## config.mk

```make
export PLATFORM = sky130hd
export DESIGN_NAME = dpll_lock_sequencer
export DESIGN_NICKNAME = d
export VERILOG_FILES = /design/src/rtl/dpll_seq_pkg.sv /design/src/rtl/dpll_freq_meter.sv /design/src/rtl/dpll_lock_sequencer.sv
export SDC_FILE = /design/constraint.sdc
export NUM_CORES = 1
export LEC_CHECK = 0
export BUFFER_PORTS_ARGS = -buffer_cell sky130_fd_sc_hd__buf_2
export CORE_MARGIN = 10
export CORE_UTILIZATION = 50
export CTS_CLUSTER_SIZE = 24
export DETAILED_ROUTE_END_ITERATION = 16
export PLACE_DENSITY = 0.69
export REMOVE_ABC_BUFFERS = 1
export SLEW_MARGIN = 10
export SYNTH_ARGS = -nofsm -noshare
export SYNTH_HDL_FRONTEND = slang
export SYNTH_SLANG_ARGS = --single-unit
```

## constraint.sdc

```tcl
create_clock -name clock -period 6.4 [get_ports clock]
set_input_delay 0 -clock clock [delete_from_list [all_inputs] [get_ports clock]]
set_output_delay 0 -clock clock [all_outputs]
set_load 0.005 [all_outputs]
```

## src/rtl/dpll_seq_pkg.sv

```systemverilog
// Shared state encoding, default timing constants and the window-qualification helper
// for the DPLL lock sequencer.
package dpll_seq_pkg;

   typedef enum logic [2:0] {
      StIdle    = 3'd0,
      StReset   = 3'd1,
      StSettle  = 3'd2,
      StAcquire = 3'd3,
      StLocked  = 3'd4,
      StFail    = 3'd5
   } seq_state_e;

   localparam int unsigned DefWinLog2   = 8;
   localparam int unsigned DefFbExp     = 16;
   localparam int unsigned DefFbTol     = 1;
   localparam int unsigned DefRstCyc    = 16;
   localparam int unsigned DefSettleCyc = 1024;
   localparam int unsigned DefLockN     = 4;
   localparam int unsigned DefMaxTry    = 64;

   // A window is good when its edge count lies within expv +/- tol.
   function automatic logic is_good(input logic [7:0] cnt, input int unsigned expv,
                                    input int unsigned tol);
      int unsigned c;
      c = 32'(cnt);
      if (c >= expv) return (c - expv) <= tol;
      return (expv - c) <= tol;
   endfunction

endpackage

```

## src/rtl/dpll_freq_meter.sv

```systemverilog
// Counts synchronised fb_tgl edges over a fixed window of reference clocks.
// win_done/win_cnt are combinational in the terminal cycle of each window.
module dpll_freq_meter
   import dpll_seq_pkg::*;
#(
   parameter int unsigned WinLog2 = DefWinLog2
) (
   input  logic       clock,
   input  logic       resetb,
   input  logic       run,
   input  logic       fb_tgl,
   output logic       win_done,
   output logic [7:0] win_cnt
);

   logic               sync1_q, sync2_q, sync3_q;
   logic               fb_edge;
   logic [WinLog2-1:0] win_q, win_d;
   logic [7:0]         edge_q, edge_d;

   always_ff @(posedge clock or negedge resetb) begin
      if (!resetb) begin
         sync1_q <= 1'b0;
         sync2_q <= 1'b0;
         sync3_q <= 1'b0;
         win_q   <= '0;
         edge_q  <= '0;
      end else begin
         sync1_q <= fb_tgl;
         sync2_q <= sync1_q;
         sync3_q <= sync2_q;
         win_q   <= win_d;
         edge_q  <= edge_d;
      end
   end

   assign fb_edge  = sync2_q ^ sync3_q;
   assign win_done = run && (win_q == '1);

   always_comb begin
      // Final count includes an edge landing in the terminal cycle; saturates at 255.
      win_cnt = (edge_q == 8'hff) ? 8'hff : edge_q + {7'd0, fb_edge};
      win_d   = win_q + WinLog2'(1);
      edge_d  = win_cnt;
      if (!run) begin
         win_d  = '0;
         edge_d = '0;
      end else if (win_done) begin
         edge_d = '0;
      end
   end

endmodule

```

## src/rtl/dpll_lock_sequencer.sv

```systemverilog
// Power-up, lock qualification and clock-switchover sequencer for the dpll instance.
// All control outputs are registered decodes of the next state.
module dpll_lock_sequencer
   import dpll_seq_pkg::*;
#(
   parameter int unsigned WinLog2   = DefWinLog2,
   parameter int unsigned FbExp     = DefFbExp,
   parameter int unsigned FbTol     = DefFbTol,
   parameter int unsigned RstCyc    = DefRstCyc,
   parameter int unsigned SettleCyc = DefSettleCyc,
   parameter int unsigned LockN     = DefLockN,
   parameter int unsigned MaxTry    = DefMaxTry
) (
   input  logic       clock,
   input  logic       resetb,
   input  logic       cfg_enable,
   input  logic [4:0] cfg_div,
   input  logic       fb_tgl,
   output logic       pll_resetb,
   output logic       pll_enable,
   output logic [4:0] pll_div,
   output logic       sel_pll,
   output logic       locked,
   output logic       fail,
   output logic       lock_lost,
   output logic [7:0] meas_cnt,
   output logic [2:0] state
);

   localparam int unsigned TmrW  = $clog2((SettleCyc > RstCyc) ? SettleCyc : RstCyc) + 1;
   localparam int unsigned GoodW = $clog2(LockN + 1);
   localparam int unsigned TryW  = $clog2(MaxTry + 1);

   seq_state_e       state_q, state_d;
   logic [TmrW-1:0]  tmr_q, tmr_d;
   logic [GoodW-1:0] good_q, good_d;
   logic [TryW-1:0]  try_q, try_d;
   logic [4:0]       div_q, div_d;
   logic             lost_q, lost_d;
   logic [7:0]       meas_q, meas_d;
   logic             rstb_q, rstb_d, en_q, en_d, sel_q, sel_d, fail_q, fail_d;

   logic             run, win_done, win_good, div_change;
   logic [7:0]       win_cnt;

   assign run = (state_q == StAcquire) || (state_q == StLocked);

   dpll_freq_meter #(
      .WinLog2 (WinLog2)
   ) u_meter (
      .clock    (clock),
      .resetb   (resetb),
      .run      (run),
      .fb_tgl   (fb_tgl),
      .win_done (win_done),
      .win_cnt  (win_cnt)
   );

   assign win_good   = is_good(win_cnt, FbExp, FbTol);
   assign div_change = (cfg_div != div_q);

   always_comb begin
      state_d = state_q;
      tmr_d   = '0;
      good_d  = good_q;
      try_d   = try_q;
      div_d   = div_q;
      lost_d  = lost_q;
      meas_d  = win_done ? win_cnt : meas_q;

      if ((state_q != StIdle) && !cfg_enable) begin
         state_d = StIdle;
      end else if (((state_q == StSettle) || (state_q == StAcquire) || (state_q == StLocked))
                   && div_change) begin
         state_d = StReset;
         div_d   = cfg_div;
         lost_d  = 1'b0;
      end else begin
         unique case (state_q)
            StIdle: begin
               if (cfg_enable) begin
                  state_d = StReset;
                  div_d   = cfg_div;
                  lost_d  = 1'b0;
               end
            end
            StReset: begin
               if (tmr_q == TmrW'(RstCyc - 1)) state_d = StSettle;
               else tmr_d = tmr_q + TmrW'(1);
            end
            StSettle: begin
               if (tmr_q == TmrW'(SettleCyc - 1)) begin
                  state_d = StAcquire;
                  good_d  = '0;
                  try_d   = '0;
               end else begin
                  tmr_d = tmr_q + TmrW'(1);
               end
            end
            StAcquire: begin
               if (win_done) begin
                  good_d = win_good ? good_q + GoodW'(1) : '0;
                  try_d  = try_q + TryW'(1);
                  // Lock wins over timeout when both land on the same window.
                  if (good_d == GoodW'(LockN)) state_d = StLocked;
                  else if (try_d == TryW'(MaxTry)) state_d = StFail;
               end
            end
            StLocked: begin
               if (win_done && !win_good) begin
                  state_d = StAcquire;
                  good_d  = '0;
                  try_d   = '0;
                  lost_d  = 1'b1;
               end
            end
            StFail: ;
            default: state_d = StIdle;
         endcase
      end

      en_d   = (state_d == StReset) || (state_d == StSettle) ||
               (state_d == StAcquire) || (state_d == StLocked);
      rstb_d = (state_d == StSettle) || (state_d == StAcquire) || (state_d == StLocked);
      sel_d  = (state_d == StLocked);
      fail_d = (state_d == StFail);
   end

   always_ff @(posedge clock or negedge resetb) begin
      if (!resetb) begin
         state_q <= StIdle;
         tmr_q   <= '0;
         good_q  <= '0;
         try_q   <= '0;
         div_q   <= '0;
         lost_q  <= 1'b0;
         meas_q  <= '0;
         rstb_q  <= 1'b0;
         en_q    <= 1'b0;
         sel_q   <= 1'b0;
         fail_q  <= 1'b0;
      end else begin
         state_q <= state_d;
         tmr_q   <= tmr_d;
         good_q  <= good_d;
         try_q   <= try_d;
         div_q   <= div_d;
         lost_q  <= lost_d;
         meas_q  <= meas_d;
         rstb_q  <= rstb_d;
         en_q    <= en_d;
         sel_q   <= sel_d;
         fail_q  <= fail_d;
      end
   end

   assign pll_resetb = rstb_q;
   assign pll_enable = en_q;
   assign pll_div    = div_q;
   assign sel_pll    = sel_q;
   assign locked     = sel_q;
   assign fail       = fail_q;
   assign lock_lost  = lost_q;
   assign meas_cnt   = meas_q;
   assign state      = state_q;

endmodule

```

==> metrics.cfg <==
[sta]
layout_setup_ws_ns=3.21
slew_violations=0
worst_pin_slew_ns=0.775
whs_ns=0.0311
hold_viol=0
fin_crit_sh=0.499
max_freq_mhz=313
period_needed_ns=3.19
finalSetupViolCount=0
slew_headroom=0.483
fin_worst_skew_ns=0.00986
setup_tns_ns=0
rsz0062_at_grt=no

[critical_path]
arrival_ns=3.42
critPathTopFamily=simple AND/OR/NAND/NOR gates
worstSetupStartpointType=flip-flop
r2r-start=state[1]$_DFF_PN0_
r2r_cells=8
worstPathCellList=nand3b_1 -> a211oi_2 -> nand3_1 -> or4b_1 -> o31a_1 -> a21o_1 -> xor2_1 -> nand2_1
ff2ff_setup_slack_ns=3.21
reg2reg_to=pll_enable$_DFF_PN0_
critPathMaxFanout=17
critPathMaxStageDelay_ns=0.74
end_kind=flip-flop
critPathBufInv=0
critPathRequiredTime_ns=6.63
worstSetupPathType=reg2reg
cpMaxStageDelayCell=a211oi_2

[clock_network]
clk_pin_slew_ns=0.06
htreeDepth=3
clock_sinks=61
cts_buffer_depth=2
cts_resized=0
cts_tree=yes
numCtsBuffers=9
cts-root-buf=clkbuf_8
clk_latency_ns=0.34

[power]
intPower_mw=0.664
seq_power_share=0.493
vdd_ir_drop_max_mv=0.221
combPwrFrac=0.152
clkPwrFrac=0.355
power_switching_mw=0.250
total_power_mw=0.914
power.density_nw_per_um2=259
swShare=0.273
static-leakage-power_nw=1.60

[die]
die_h_um=98.6
die_width_um=98.6
dieArea_um2=9710
io_pins=31
num_rows=28
coreArea_um2=5960
initial_core_util=0.518

[layout]
antennaDiodeCount=0
final.fill_count=534
layout-drive-gt1-share=0.157
final_cell_mix=61 x dfrtp_1, 48 x nor2_1, 30 x buf_2
nets=372
fin_area_um2=3530
syn_to_final_growth_pct=14.5
final_common_cell=dfrtp_1

[detailed_routing]
drt_first_pass_iters=4
avgViaCountPerCell=5.36
num_vias=2344
wl_per_cell_um=14.8
route.detailed.drc=0
ant_nets=0
drt-total-wl_um=6470
drt_iter0_markers=158

[hold_path]
hold_path_end=lock_lost$_DFFE_PN0P_
hold_depth=3
hold_path_class=in2reg
hold_start=cfg_enable

[synthesis]
syn_inst=319
async_flop_share=1.00
synth_edf_count=0
seq_area_frac_synth=0.495
synthFlopType=dfrtp_1
synth_cell_types=54
synth_seq_cells=61
syn_area_um2=3090
ys.warnings.count=0
syn_area_per_cell_um2=9.67

[global_route]
grt-ovfl-total=0
antenna_found_initial=0
grt_pass1_wl_um=11200
grt_usage=0.141
grt_start_max_net_pins=62
grt_pass1_vias=2332

[outcome]
outcome=completed

[placed_design]
place_worst_setup_slack_ns=3.24
place_hpwl_um=4380
port_buffers=30
place_congestion=0.804
placed_cell_area_um2=3270

[job]
drv_cap=0

-- layout make-up --
class / instances / area, um^2 / area share
flip-flops and latches: 61 / 1530 / 0.432
repair buffers: 38 / 228 / 0.0645
clock buffers: 16 / 190 / 0.0538
inverters: 10 / 37.5 / 0.0106
well taps: 75 / 93.8 / 0.0266
multi-input cells: 237 / 1460 / 0.412
-- cells in the mapped netlist (all sizes together) (2+ instances only) --
cell type   n  area share
a211o       5       0.014
a21o        4      0.0097
a21oi      10       0.016
and2        4      0.0081
and3        7       0.014
and4        2      0.0065
buf         8       0.017
clkbuf      3      0.0036
dfrtp      61        0.49
ha          6       0.024
inv         9       0.011
mux2        5       0.018
nand2      28       0.034
nand2b      3      0.0061
nand3      19       0.032
nand4       6       0.012
nor2       48       0.058
nor2b       4      0.0081
nor3        7       0.011
o21ai      20       0.032
o31ai       6       0.015
or2         2      0.0041
or3         3      0.0077
or4         2      0.0049
xnor2      15       0.043
xor2       10       0.028
-- metal layers --
metal	routed length (um)	GRT usage
met1	2970	0.168
met2	3030	0.215
met3	314	0.0538
met4	152	0.0794
met5	0	0
-- cells by family (layout without fill, tap and decap cells) --
group	Yosys count	count (layout)	synth area share
AO/OA/AOI/OAI	59	59	0.127
flip-flops	61	61	0.495
AND/OR/NAND/NOR	141	141	0.228
buffers and inverters	21	64	0.0332
multiplexers	6	6	0.0215
adder cells (fa/ha/maj)	6	6	0.0243
XOR/XNOR	25	25	0.0710
-- how the worst max path moves through the flow --
| stage | startpoint | end | slack (ns) | depth (start not counted) |
|---|---|---|---|---|
| final | state[1]$_DFF_PN0_ | pll_enable$_DFF_PN0_ | 3.21 | 8 |
| after global routing | state[1]$_DFF_PN0_ | pll_enable$_DFF_PN0_ | 2.93 | 8 |
| after CTS | state[1]$_DFF_PN0_ | pll_enable$_DFF_PN0_ | 3.23 | 8 |
| after detailed placement | state[1]$_DFF_PN0_ | pll_enable$_DFF_PN0_ | 3.24 | 8 |
| after global placement | state[1]$_DFF_PN0_ | pll_enable$_DFF_PN0_ | 3.25 | 8 |
| after floorplan | u_meter.sync3_q$_DFF_PN0_ | try_q[4]$_DFFE_PN0P_ | 3.64 | 11 |
-- worst min-delay path, stage by stage --
cell     delay [ns]
buf_2          0.13
a41oi_1        0.11
nor2_1         0.09
-- registers in the layout, summed over array words and instances, names as in the netlist --
register         count
good_q               3
meas_cnt             8
pll_div              5
u_meter.sync2_q      1
fail                 1
state                3
u_meter.sync3_q      1
lock_lost            1
tmr_q               11
u_meter.edge_q       8
pll_enable           1
u_meter.win_q        8
pll_resetb           1
locked               1
try_q                7
u_meter.sync1_q      1
-- through the flow --
stage	cells	util
after floorplan	308	-
after global placement	414	0.549
after detailed placement	414	0.549
after CTS	437	0.593
after global routing	437	0.593
final	437	0.593
-- power by group through the flow --
stage / Combinational, mW / Sequential (mW) / Clock (mW)
2_1_floorplan: 0.0831 / 0.453 / 0
3_3_place_gp: 0.137 / 0.454 / 0
3_5_place_dp: 0.137 / 0.456 / 0
4_1_cts: 0.140 / 0.450 / 0.336
5_1_grt: 0.161 / 0.455 / 0.349
6_report: 0.139 / 0.450 / 0.324
-- repair_timing --
item / in CTS / in global routing
hold buffers: 7 / 0
setup buffers: 0 / 0
endpoints found under the hold margin: 67 / 0
Note: power is estimated with default switching activity, not from simulation.
